$ cat config.mk
export PLATFORM = sky130hd
export DESIGN_NAME = mrd_bfp_margin_det_flat
export DESIGN_NICKNAME = d
export VERILOG_FILES = /design/src/rtl/mrd_bfp_margin_det_if.sv /design/src/rtl/mrd_bfp_margin_det.sv /design/src/flat_wrapper.sv
export SDC_FILE = /design/constraint.sdc
export NUM_CORES = 1
export LEC_CHECK = 0
export ABC_AREA = 1
export CAP_MARGIN = 10
export CORE_MARGIN = 2
export CORE_UTILIZATION = 39
export DETAILED_ROUTE_END_ITERATION = 6
export PLACE_DENSITY_LB_ADDON = 0.12
export SYNTH_ARGS = -nofsm -noshare
export SYNTH_HDL_FRONTEND = slang
export SYNTH_SLANG_ARGS = --single-unit
$ cat constraint.sdc
create_clock -name clk -period 3.4 [get_ports clk]
set_clock_uncertainty 0.05 [all_clocks]
set_input_delay 0.68 -clock clk [delete_from_list [all_inputs] [get_ports clk]]
set_output_delay 0.68 -clock clk [all_outputs]
set_load 0.03 [all_outputs]
$ cat src/rtl/mrd_bfp_margin_det_if.sv
// Sample/margin bus between a radix-5 butterfly stage and its headroom detector.
// There is no back-pressure: in_val qualifies a group on the cycle it is high and
// the detector must accept it; out_val and margin_val are likewise one-cycle
// qualifiers with no ready, so every asserted valid is a completed transfer.
interface mrd_bfp_margin_det_if;
  logic              in_val;
  logic              in_sop;
  logic signed [17:0] din_real [0:4];
  logic signed [17:0] din_imag [0:4];
  logic [3:0]        exp_in;
  logic              out_val;
  logic              out_sop;
  logic signed [17:0] dout_real [0:4];
  logic signed [17:0] dout_imag [0:4];
  logic [1:0]        margin_out;
  logic [3:0]        exp_out;
  logic              margin_val;
  logic              frame_err;

  // Upstream side: drives samples, observes the delayed data and the margin.
  modport master (
    output in_val, in_sop, din_real, din_imag, exp_in,
    input  out_val, out_sop, dout_real, dout_imag, margin_out, exp_out,
           margin_val, frame_err
  );

  // Detector side.
  modport slave (
    input  in_val, in_sop, din_real, din_imag, exp_in,
    output out_val, out_sop, dout_real, dout_imag, margin_out, exp_out,
           margin_val, frame_err
  );
endinterface

$ cat src/rtl/mrd_bfp_margin_det.sv
// Block-floating-point headroom detector: registers the 5-sample complex group,
// tracks the minimum redundant-sign-bit headroom over a frame and reports it
// (with the frame's block exponent) two cycles after the frame's last group.
module mrd_bfp_margin_det #(
  parameter int FRAME_LEN = 12,
  parameter int CNT_W     = 8
) (
  input  logic                 clk,
  input  logic                 rst_n,
  mrd_bfp_margin_det_if.slave  bus,
  output logic                 o_dbg_state
);
  typedef enum logic {S_IDLE = 1'b0, S_ACC = 1'b1} state_t;

  // The counter only ever holds 1..FRAME_LEN-1, so FRAME_LEN = 2^CNT_W still fits.
  localparam logic [CNT_W-1:0] LAST_CNT = CNT_W'(FRAME_LEN - 1);

  state_t             r_state, w_state_nxt;
  logic [CNT_W-1:0]   r_cnt, w_cnt_nxt;
  logic [3:0]         r_exp;
  logic               w_load, w_accum, w_done, w_abort;
  logic [3:0]         w_exp_cur;
  logic [1:0]         w_grp_min;

  logic signed [17:0] r_dout_real [0:4];
  logic signed [17:0] r_dout_imag [0:4];
  logic               r_out_val, r_out_sop;
  logic [1:0]         r_grp_min;
  logic               r_s1_load, r_s1_accum, r_s1_done, r_s1_abort;
  logic [3:0]         r_s1_exp;

  logic [1:0]         r_acc, w_acc_new;
  logic [1:0]         r_margin;
  logic [3:0]         r_exp_out;
  logic               r_margin_val, r_frame_err;

  function automatic logic [1:0] f_headroom(input logic [17:0] x);
    logic [1:0] h;
    if (x[17:14] == 4'b0000 || x[17:14] == 4'b1111)  h = 2'd3;
    else if (x[17:15] == 3'b000 || x[17:15] == 3'b111) h = 2'd2;
    else if (x[17] == x[16])                           h = 2'd1;
    else                                               h = 2'd0;
    return h;
  endfunction

  // Minimum headroom across the ten values of the incoming group.
  always_comb begin
    w_grp_min = 2'd3;
    for (int i = 0; i < 5; i++) begin
      if (f_headroom(bus.din_real[i]) < w_grp_min) w_grp_min = f_headroom(bus.din_real[i]);
      if (f_headroom(bus.din_imag[i]) < w_grp_min) w_grp_min = f_headroom(bus.din_imag[i]);
    end
  end

  // Frame FSM: sop (re)starts a frame, in-frame groups count toward completion.
  always_comb begin
    w_state_nxt = r_state;
    w_cnt_nxt   = r_cnt;
    w_load      = 1'b0;
    w_accum     = 1'b0;
    w_done      = 1'b0;
    w_abort     = 1'b0;
    if (bus.in_val && bus.in_sop) begin
      w_load    = 1'b1;
      w_abort   = (r_state == S_ACC);
      if (FRAME_LEN == 1) begin
        w_done      = 1'b1;
        w_state_nxt = S_IDLE;
        w_cnt_nxt   = '0;
      end else begin
        w_state_nxt = S_ACC;
        w_cnt_nxt   = CNT_W'(1);
      end
    end else if (bus.in_val && r_state == S_ACC) begin
      w_accum = 1'b1;
      if (r_cnt == LAST_CNT) begin
        w_done      = 1'b1;
        w_state_nxt = S_IDLE;
        w_cnt_nxt   = '0;
      end else begin
        w_cnt_nxt = r_cnt + 1'b1;
      end
    end
  end

  // Exponent that belongs to the group now entering: a new sop carries its own.
  assign w_exp_cur = w_load ? bus.exp_in : r_exp;

  // Stage 1: FSM state, data register, group minimum and per-group frame tags.
  always_ff @(posedge clk) begin
    if (!rst_n) begin
      r_state     <= S_IDLE;
      r_cnt       <= '0;
      r_exp       <= '0;
      r_dout_real <= '{default: '0};
      r_dout_imag <= '{default: '0};
      r_out_val   <= 1'b0;
      r_out_sop   <= 1'b0;
      r_grp_min   <= 2'd3;
      r_s1_load   <= 1'b0;
      r_s1_accum  <= 1'b0;
      r_s1_done   <= 1'b0;
      r_s1_abort  <= 1'b0;
      r_s1_exp    <= '0;
    end else begin
      r_state    <= w_state_nxt;
      r_cnt      <= w_cnt_nxt;
      if (w_load) r_exp <= bus.exp_in;
      r_out_val  <= bus.in_val;
      r_out_sop  <= bus.in_sop;
      if (bus.in_val) begin
        r_dout_real <= bus.din_real;
        r_dout_imag <= bus.din_imag;
        r_grp_min   <= w_grp_min;
      end
      r_s1_load  <= w_load;
      r_s1_accum <= w_accum;
      r_s1_done  <= w_done;
      r_s1_abort <= w_abort;
      r_s1_exp   <= w_exp_cur;
    end
  end

  // A sop group replaces the running minimum instead of merging with it.
  assign w_acc_new = r_s1_load ? r_grp_min :
                     ((r_grp_min < r_acc) ? r_grp_min : r_acc);

  // Stage 2: frame accumulator and the margin/error pulses.
  always_ff @(posedge clk) begin
    if (!rst_n) begin
      r_acc        <= 2'd3;
      r_margin     <= '0;
      r_exp_out    <= '0;
      r_margin_val <= 1'b0;
      r_frame_err  <= 1'b0;
    end else begin
      if (r_s1_load || r_s1_accum) r_acc <= w_acc_new;
      r_margin_val <= r_s1_done;
      r_frame_err  <= r_s1_abort;
      if (r_s1_done) begin
        r_margin  <= w_acc_new;
        r_exp_out <= r_s1_exp;
      end
    end
  end

  assign bus.dout_real  = r_dout_real;
  assign bus.dout_imag  = r_dout_imag;
  assign bus.out_val    = r_out_val;
  assign bus.out_sop    = r_out_sop;
  assign bus.margin_out = r_margin;
  assign bus.exp_out    = r_exp_out;
  assign bus.margin_val = r_margin_val;
  assign bus.frame_err  = r_frame_err;
  assign o_dbg_state    = r_state;
endmodule
$ cat src/flat_wrapper.sv
// flat-port wrapper written by rule: the top's interface ports become plain ports
module mrd_bfp_margin_det_flat 
#(
  parameter int FRAME_LEN = 12,
  parameter int CNT_W     = 8
)
  (clk, rst_n, o_dbg_state, bus_in_val, bus_in_sop, bus_din_real, bus_din_imag, bus_exp_in, bus_out_val, bus_out_sop, bus_dout_real, bus_dout_imag, bus_margin_out, bus_exp_out, bus_margin_val, bus_frame_err);
  mrd_bfp_margin_det_if bus_i ();
  input  logic clk;
  input  logic rst_n;
  output logic o_dbg_state;
  input wire logic [$bits(bus_i.in_val)-1:0] bus_in_val;
  input wire logic [$bits(bus_i.in_sop)-1:0] bus_in_sop;
  input wire logic [$bits(bus_i.din_real)-1:0] bus_din_real;
  input wire logic [$bits(bus_i.din_imag)-1:0] bus_din_imag;
  input wire logic [$bits(bus_i.exp_in)-1:0] bus_exp_in;
  output wire logic [$bits(bus_i.out_val)-1:0] bus_out_val;
  output wire logic [$bits(bus_i.out_sop)-1:0] bus_out_sop;
  output wire logic [$bits(bus_i.dout_real)-1:0] bus_dout_real;
  output wire logic [$bits(bus_i.dout_imag)-1:0] bus_dout_imag;
  output wire logic [$bits(bus_i.margin_out)-1:0] bus_margin_out;
  output wire logic [$bits(bus_i.exp_out)-1:0] bus_exp_out;
  output wire logic [$bits(bus_i.margin_val)-1:0] bus_margin_val;
  output wire logic [$bits(bus_i.frame_err)-1:0] bus_frame_err;
  assign bus_i.in_val = bus_in_val;
  assign bus_i.in_sop = bus_in_sop;
  assign bus_i.din_real = {>>{bus_din_real}};
  assign bus_i.din_imag = {>>{bus_din_imag}};
  assign bus_i.exp_in = bus_exp_in;
  assign bus_out_val = bus_i.out_val;
  assign bus_out_sop = bus_i.out_sop;
  assign bus_dout_real = {>>{bus_i.dout_real}};
  assign bus_dout_imag = {>>{bus_i.dout_imag}};
  assign bus_margin_out = bus_i.margin_out;
  assign bus_exp_out = bus_i.exp_out;
  assign bus_margin_val = bus_i.margin_val;
  assign bus_frame_err = bus_i.frame_err;
  mrd_bfp_margin_det #(.FRAME_LEN(FRAME_LEN), .CNT_W(CNT_W)) u_core (.clk(clk), .rst_n(rst_n), .bus(bus_i), .o_dbg_state(o_dbg_state));
endmodule
Word-level counts from Yosys, hierarchy flattened
Index checks and enable logic that the tools add are counted.

operators by class
  add/subtract/negate cells = 1
  magnitude comparators = 11
  equal/unequal tests = 31
  multiplexer cells = 51
  bitwise logic cells = 2
  reduce and logical (&&, ||, !) cells = 49

operators by type and width
  cell                 number
  $mux 2               32
  $eq 4x4->1 const B   10
  $logic_not 4->1      10
  $eq 3x3->1 const B   10
  $logic_not 3->1      10
  $logic_or 1x1->1     21
  $lt 2x2->1           10
  $mux 1               18
  $eq 1x1->1           10
  $add 8x1->8 const B  1
  $eq 8x4->1 const B   1
  $mux 8               1
  $reduce_and 2->1     2
  $reduce_bool 2->1    2
  $reduce_or 3->1      1
  $logic_and 1x1->1    2
  $lt 2x2->1 const B   1
  $not 1->1            2
  $reduce_or 2->1      1

word-level totals
  register bits = 211
  output and inout bits = 191
  logic and storage cells = 171

Depth between registers and ports, before layout
  depth in word-level cells = 24
  depth in mapped cells = 27
  gate-level depth less buffers = 27

Worst setup path before layout
No wires, ideal clock.

  path type = in2reg
  start = in bus_din_imag[88]
  end = reg u_core.r_grp_min[0]
  setup time = 0.115 ns
  arrival time = 3.068 ns
  slack = 0.167 ns
  cell stages on the path = 17
  path buffers = 0
  cells stage by stage = inv_1 ha_1 nand2_2 nand4_1 ha_1 ha_1 ha_1 ha_1 ha_1 ha_1 ha_1 ha_1 ha_1 nand2_1 nand2_1 nand2_1 nand2_1

between the ends
  longest elaborated chain between the ends = 22
  elaborated cells between the ends (all ways) = 28

ends and longest elaborated chain
  item                                        RTL line                                            RTL
  start: declaration                          flat_wrapper.sv:15                                  input wire logic [$bits(bus_i.din_imag)-1:0] bus_din_imag;
  $eq 3x3->1, or another cell as far along    mrd_bfp_margin_det.sv:40                            else if (x[17:15] == 3'b000 || x[17:15] == 3'b111) h = 2'd2;
  $logic_or 1x1->1 or $mux 1 (tied branches)  mrd_bfp_margin_det.sv:40, mrd_bfp_margin_det.sv:41
  $mux 2                                      mrd_bfp_margin_det.sv:40
  $mux 2 (*)                                  mrd_bfp_margin_det.sv:39                            if (x[17:14] == 4'b0000 || x[17:14] == 4'b1111) h = 2'd3;
  $lt 2x2->1                                  mrd_bfp_margin_det.sv:51                            if (f_headroom(bus.din_imag[i]) < w_grp_min) w_grp_min = f_headroom(bus.din_imag[i]);
  $mux 2 (*)                                  mrd_bfp_margin_det.sv:51
  $lt 2x2->1                                  mrd_bfp_margin_det.sv:50                            if (f_headroom(bus.din_real[i]) < w_grp_min) w_grp_min = f_headroom(bus.din_real[i]);
  $mux 2 (*)                                  mrd_bfp_margin_det.sv:50
  [... 6 more ...]                            n/a
  $lt 2x2->1                                  mrd_bfp_margin_det.sv:50
  $mux 2 (*)                                  mrd_bfp_margin_det.sv:50
  $lt 2x2->1                                  mrd_bfp_margin_det.sv:51
  $mux 2 (*)                                  mrd_bfp_margin_det.sv:51
  $lt 2x2->1                                  mrd_bfp_margin_det.sv:50
  $mux 2 (*)                                  mrd_bfp_margin_det.sv:50
  $lt 2x2->1                                  mrd_bfp_margin_det.sv:51
  $mux 2 (*)                                  mrd_bfp_margin_det.sv:51
  end signal: assignment                      mrd_bfp_margin_det.sv:114                           r_grp_min <= w_grp_min;
  end: declaration                            mrd_bfp_margin_det.sv:28                            logic [1:0] r_grp_min;

Every way passes the cells marked *; elsewhere a longest branch is shown, timed or not.
A chain may end at the register's enable or synchronous reset.

Worst setup path after layout
  start = in bus_din_imag[70]
  end = reg u_core.r_grp_min[0]

between the ends
  longest elaborated chain between the ends = 18
  elaborated cells between the ends (all ways) = 24

ends and longest elaborated chain
  item                                        RTL line
  $eq 3x3->1, or another cell as far along    mrd_bfp_margin_det.sv:40
  $logic_or 1x1->1 or $mux 1 (tied branches)  mrd_bfp_margin_det.sv:40, mrd_bfp_margin_det.sv:41
  $mux 2                                      mrd_bfp_margin_det.sv:40
  $mux 2 (*)                                  mrd_bfp_margin_det.sv:39
  $lt 2x2->1                                  mrd_bfp_margin_det.sv:51
  $mux 2 (*)                                  mrd_bfp_margin_det.sv:51
  $lt 2x2->1                                  mrd_bfp_margin_det.sv:50
  $mux 2 (*)                                  mrd_bfp_margin_det.sv:50
  [... 2 more ...]                            n/a
  $lt 2x2->1                                  mrd_bfp_margin_det.sv:50
  $mux 2 (*)                                  mrd_bfp_margin_det.sv:50
  $lt 2x2->1                                  mrd_bfp_margin_det.sv:51
  $mux 2 (*)                                  mrd_bfp_margin_det.sv:51
  $lt 2x2->1                                  mrd_bfp_margin_det.sv:50
  $mux 2 (*)                                  mrd_bfp_margin_det.sv:50
  $lt 2x2->1                                  mrd_bfp_margin_det.sv:51
  $mux 2 (*)                                  mrd_bfp_margin_det.sv:51

Marked as above.

==> flow_metrics.tcl <==
set metrics [dict create \
    yosysWarnings 0 \
    placementRows 53 \
    cts_root_buffer "clkbuf_16" \
    final_common_cell "clkdlybuf4s50_1" \
    p_comb_share_pct 19.6 \
    switching_share_pct 27.2 \
    globalplace.congestion 0.788 \
    slowest_delay_ps 480 \
    p_int_mw 4.92 \
    p_leak_nw 5.82 \
    drive_gt1_share_pct 6.76 \
    globalRouteMet2Util_pct 37.9 \
    num_vias 8350 \
    path_common_cell "ha_1" \
    overflow 0 \
    hold_path.class "flop to flop" \
    mostFrequentLayoutCells "clkdlybuf4s50_1, nor2_1, dfxtp_1, o21ai_0, nand2_1" \
    coreArea_mm2 0.0212 \
    grt_pass1_wl_um 39900 \
    design_area_mm2 0.0135 \
    synth.cell_area_mm2 0.00843 \
    hpwl_um 18200 \
    outcome "finished, final reports clean" \
    synth_fp_nets 1330 \
    cts_tree "yes" \
    seqPwrFrac_pct 40.0 \
    power_switching_mw 1.84 \
    gr-usage-met1_pct 24.6 \
    maxCapViolations 0 \
    power.density_mw_per_mm2 501 \
    worstPathArrival_ps 3630 \
    busiest_layer "met2" \
    cp_cell_sequence "clkdlybuf4s50_1 -> inv_1 -> ha_1 -> nor3b_1 -> a31oi_1 -> nand2_1 -> ha_2 -> ha_1 -> ha_1 -> ha_1 -> ha_2 -> ha_1 -> inv_1 -> ha_1 -> inv_1 -> a31oi_1 -> nand2_1 -> nand2_1" \
    synth_seq_area_share_pct 50.1 \
    drt-pass1-iter-count 6 \
    drc 0 \
    synthesis.instances 1101 \
    yosysUniqueCellTypes 30 \
    area_growth_pct 59.9 \
    io_pins 379 \
    fin_ws_ps 173 \
    postPlaceCellArea_mm2 0.0126 \
    tightest_slew_ps 983 \
    grtUsageMet3_pct 7.41 \
    ir_drop_v 0.000385 \
    antenna_found_initial 3 \
    setup_viol 0 \
    wl_per_cell_um 14.8 \
    final_antenna_net_count 0 \
    die_h_um 151 \
    hold-worst-slack_ps 368 \
    drt_iter0_drc 335 \
    start_util_pct 39.9 \
    endpoint_kind "flop" \
    cts_sinks 211 \
    port-buffer-count 378 \
    post-route-min-period_ps 3230 \
    report.final.slew_viol_count 0 \
    dieWidth_um 151 \
    finish.utilization_pct 63.7 \
    clock_latency_ps 510 \
    post-route-period-util_pct 94.9 \
    cts_max_level 1 \
    vias_per_cell 4.71 \
    cp_max_fo 2 \
    final_cells 1772 \
    cts-buffers-inserted 24 \
    pre_cts_slack_ps -616 \
    finalSetupTns_ps 0 \
    max_freq_ghz 0.310 \
    fin_nets 1705 \
    cp.required_ps 3800 \
    crit_slowest_cell "clkdlybuf4s50_1" \
    critPathLaunchType "input port" \
    cts.path.max_buffers 3 \
    grt_use_total_pct 21.7 \
    grt_start_max_net_pins 159 \
    fin_total_pwr_mw 6.76 \
    hold_viol 0 \
    crit_type "input port to flop" \
    die-area_mm2 0.0228 \
    routed_wl_um 26200 \
    grt_pass1_vias 8004 \
    cts-hold-fix-buffers 0 \
    path_clk_slew_ps 60 \
    syn_area_per_cell_um2 7.66 \
    p_clk_share_pct 40.4 \
    slew_headroom_pct 34.5 \
    synth-seq-cells 211 \
    place_inst 1721 \
]
[cells in the mapped netlist]
cell type | number | area share [%]
nor2_1 | 354 | 16
dfxtp_1 | 211 | 50
o21ai_0 | 190 | 11
nand2_1 | 80 | 3.6
inv_1 | 60 | 2.7
clkbuf_1 | 55 | 2.4
ha_1 | 41 | 6.1
a21oi_1 | 28 | 1.7
nand3_1 | 11 | 0.65
o21ai_1 | 11 | 0.65
a31oi_1 | 9 | 0.67
nor3b_1 | 8 | 0.71
inv_2 | 6 | 0.27
nand3_2 | 5 | 0.59
a22o_1 | 4 | 0.42
buf_1 | 4 | 0.18
buf_2 | 3 | 0.18
nor3_1 | 3 | 0.18
nand2_2 | 2 | 0.15
nand3b_1 | 2 | 0.18
nand4_1 | 2 | 0.15
nor2_2 | 2 | 0.15
xnor2_1 | 2 | 0.21
xor2_1 | 2 | 0.21
buf_4 | 1 | 0.089
bufinv_16 | 1 | 0.36
nor3_2 | 1 | 0.12
nor4_1 | 1 | 0.074
nor4b_2 | 1 | 0.18
o32ai_1 | 1 | 0.10
[layer usage]
metal	share of wire, %	vias up
met5	0	-
met4	3.5	0
met3	8.8	56
met2	47	265
met1	40	3726
li1	-	4303
[path summary, 6_finish.rpt]
kind                       from                   end  slack (ps)  depth (start not counted)
max reg2reg  u_core.o_dbg_state       u_core.r_cnt[7]        1880                          5
min reg2reg   u_core.r_s1_abort  u_core.bus.frame_err         370                          2
max            bus_din_imag[70]   u_core.r_grp_min[0]         170                         18
min           u_core.r_s1_abort  u_core.bus.frame_err         370                          2
[area by class of cell]
cell class                      count  area [µm²]
Timing Repair Buffer              412        4080
Multi-Input combinational cell    760        3700
Clock buffer                       31         698
Fill cell                        1830        7670
Antenna cell                        3        7.51
Tap cell                          275         344
Inverter                           67         280
Sequential cell                   211        4220
Clock inverter                     13         151
[power groups by stage]
stage / Clock, mW / Sequential, mW / Combinational, mW
floorplan: 0 / 3.05 / 0.366
global placement: 0 / 2.75 / 1.31
detailed placement: 0 / 2.76 / 1.32
CTS: 2.78 / 2.70 / 1.33
global route: 2.88 / 2.72 / 1.43
finish: 2.73 / 2.71 / 1.32
[state kept, by name, indices dropped and copies added (netlist names), 2 cells and up]
signal / count
u_core.bus.dout_imag: 90
u_core.bus.dout_real: 90
u_core.bus.exp_out: 4
u_core.bus.margin_out: 2
u_core.r_acc: 2
u_core.r_cnt: 8
u_core.r_exp: 4
u_core.r_grp_min: 2
[cell families after synthesis]
kind of cell,after synthesis,synth area share (%)
AO/OA/AOI/OAI,243,14.8
XOR/XNOR,4,0.416
adder cells (fa/ha/maj),41,6.08
buffers and inverters,130,6.19
flip-flops,211,50.1
AND/OR/NAND/NOR,472,22.4
[critical path, delay by kind of cell]
family | cells | cell delay (ps)
fa+ha+maj | 8 | 1500
buf+inv | 4 | 650
simple gates | 4 | 420
compound gates | 2 | 370
[repair_timing]
| item | CTS | global route |
|---|---|---|
| pin swaps | 2 | 4 |
| resized for setup | 4 | 8 |
| setup buffers | 0 | 4 |
| endpoints found under the setup margin | 1 | 2 |
Note: power is estimated with default switching activity, not from simulation.
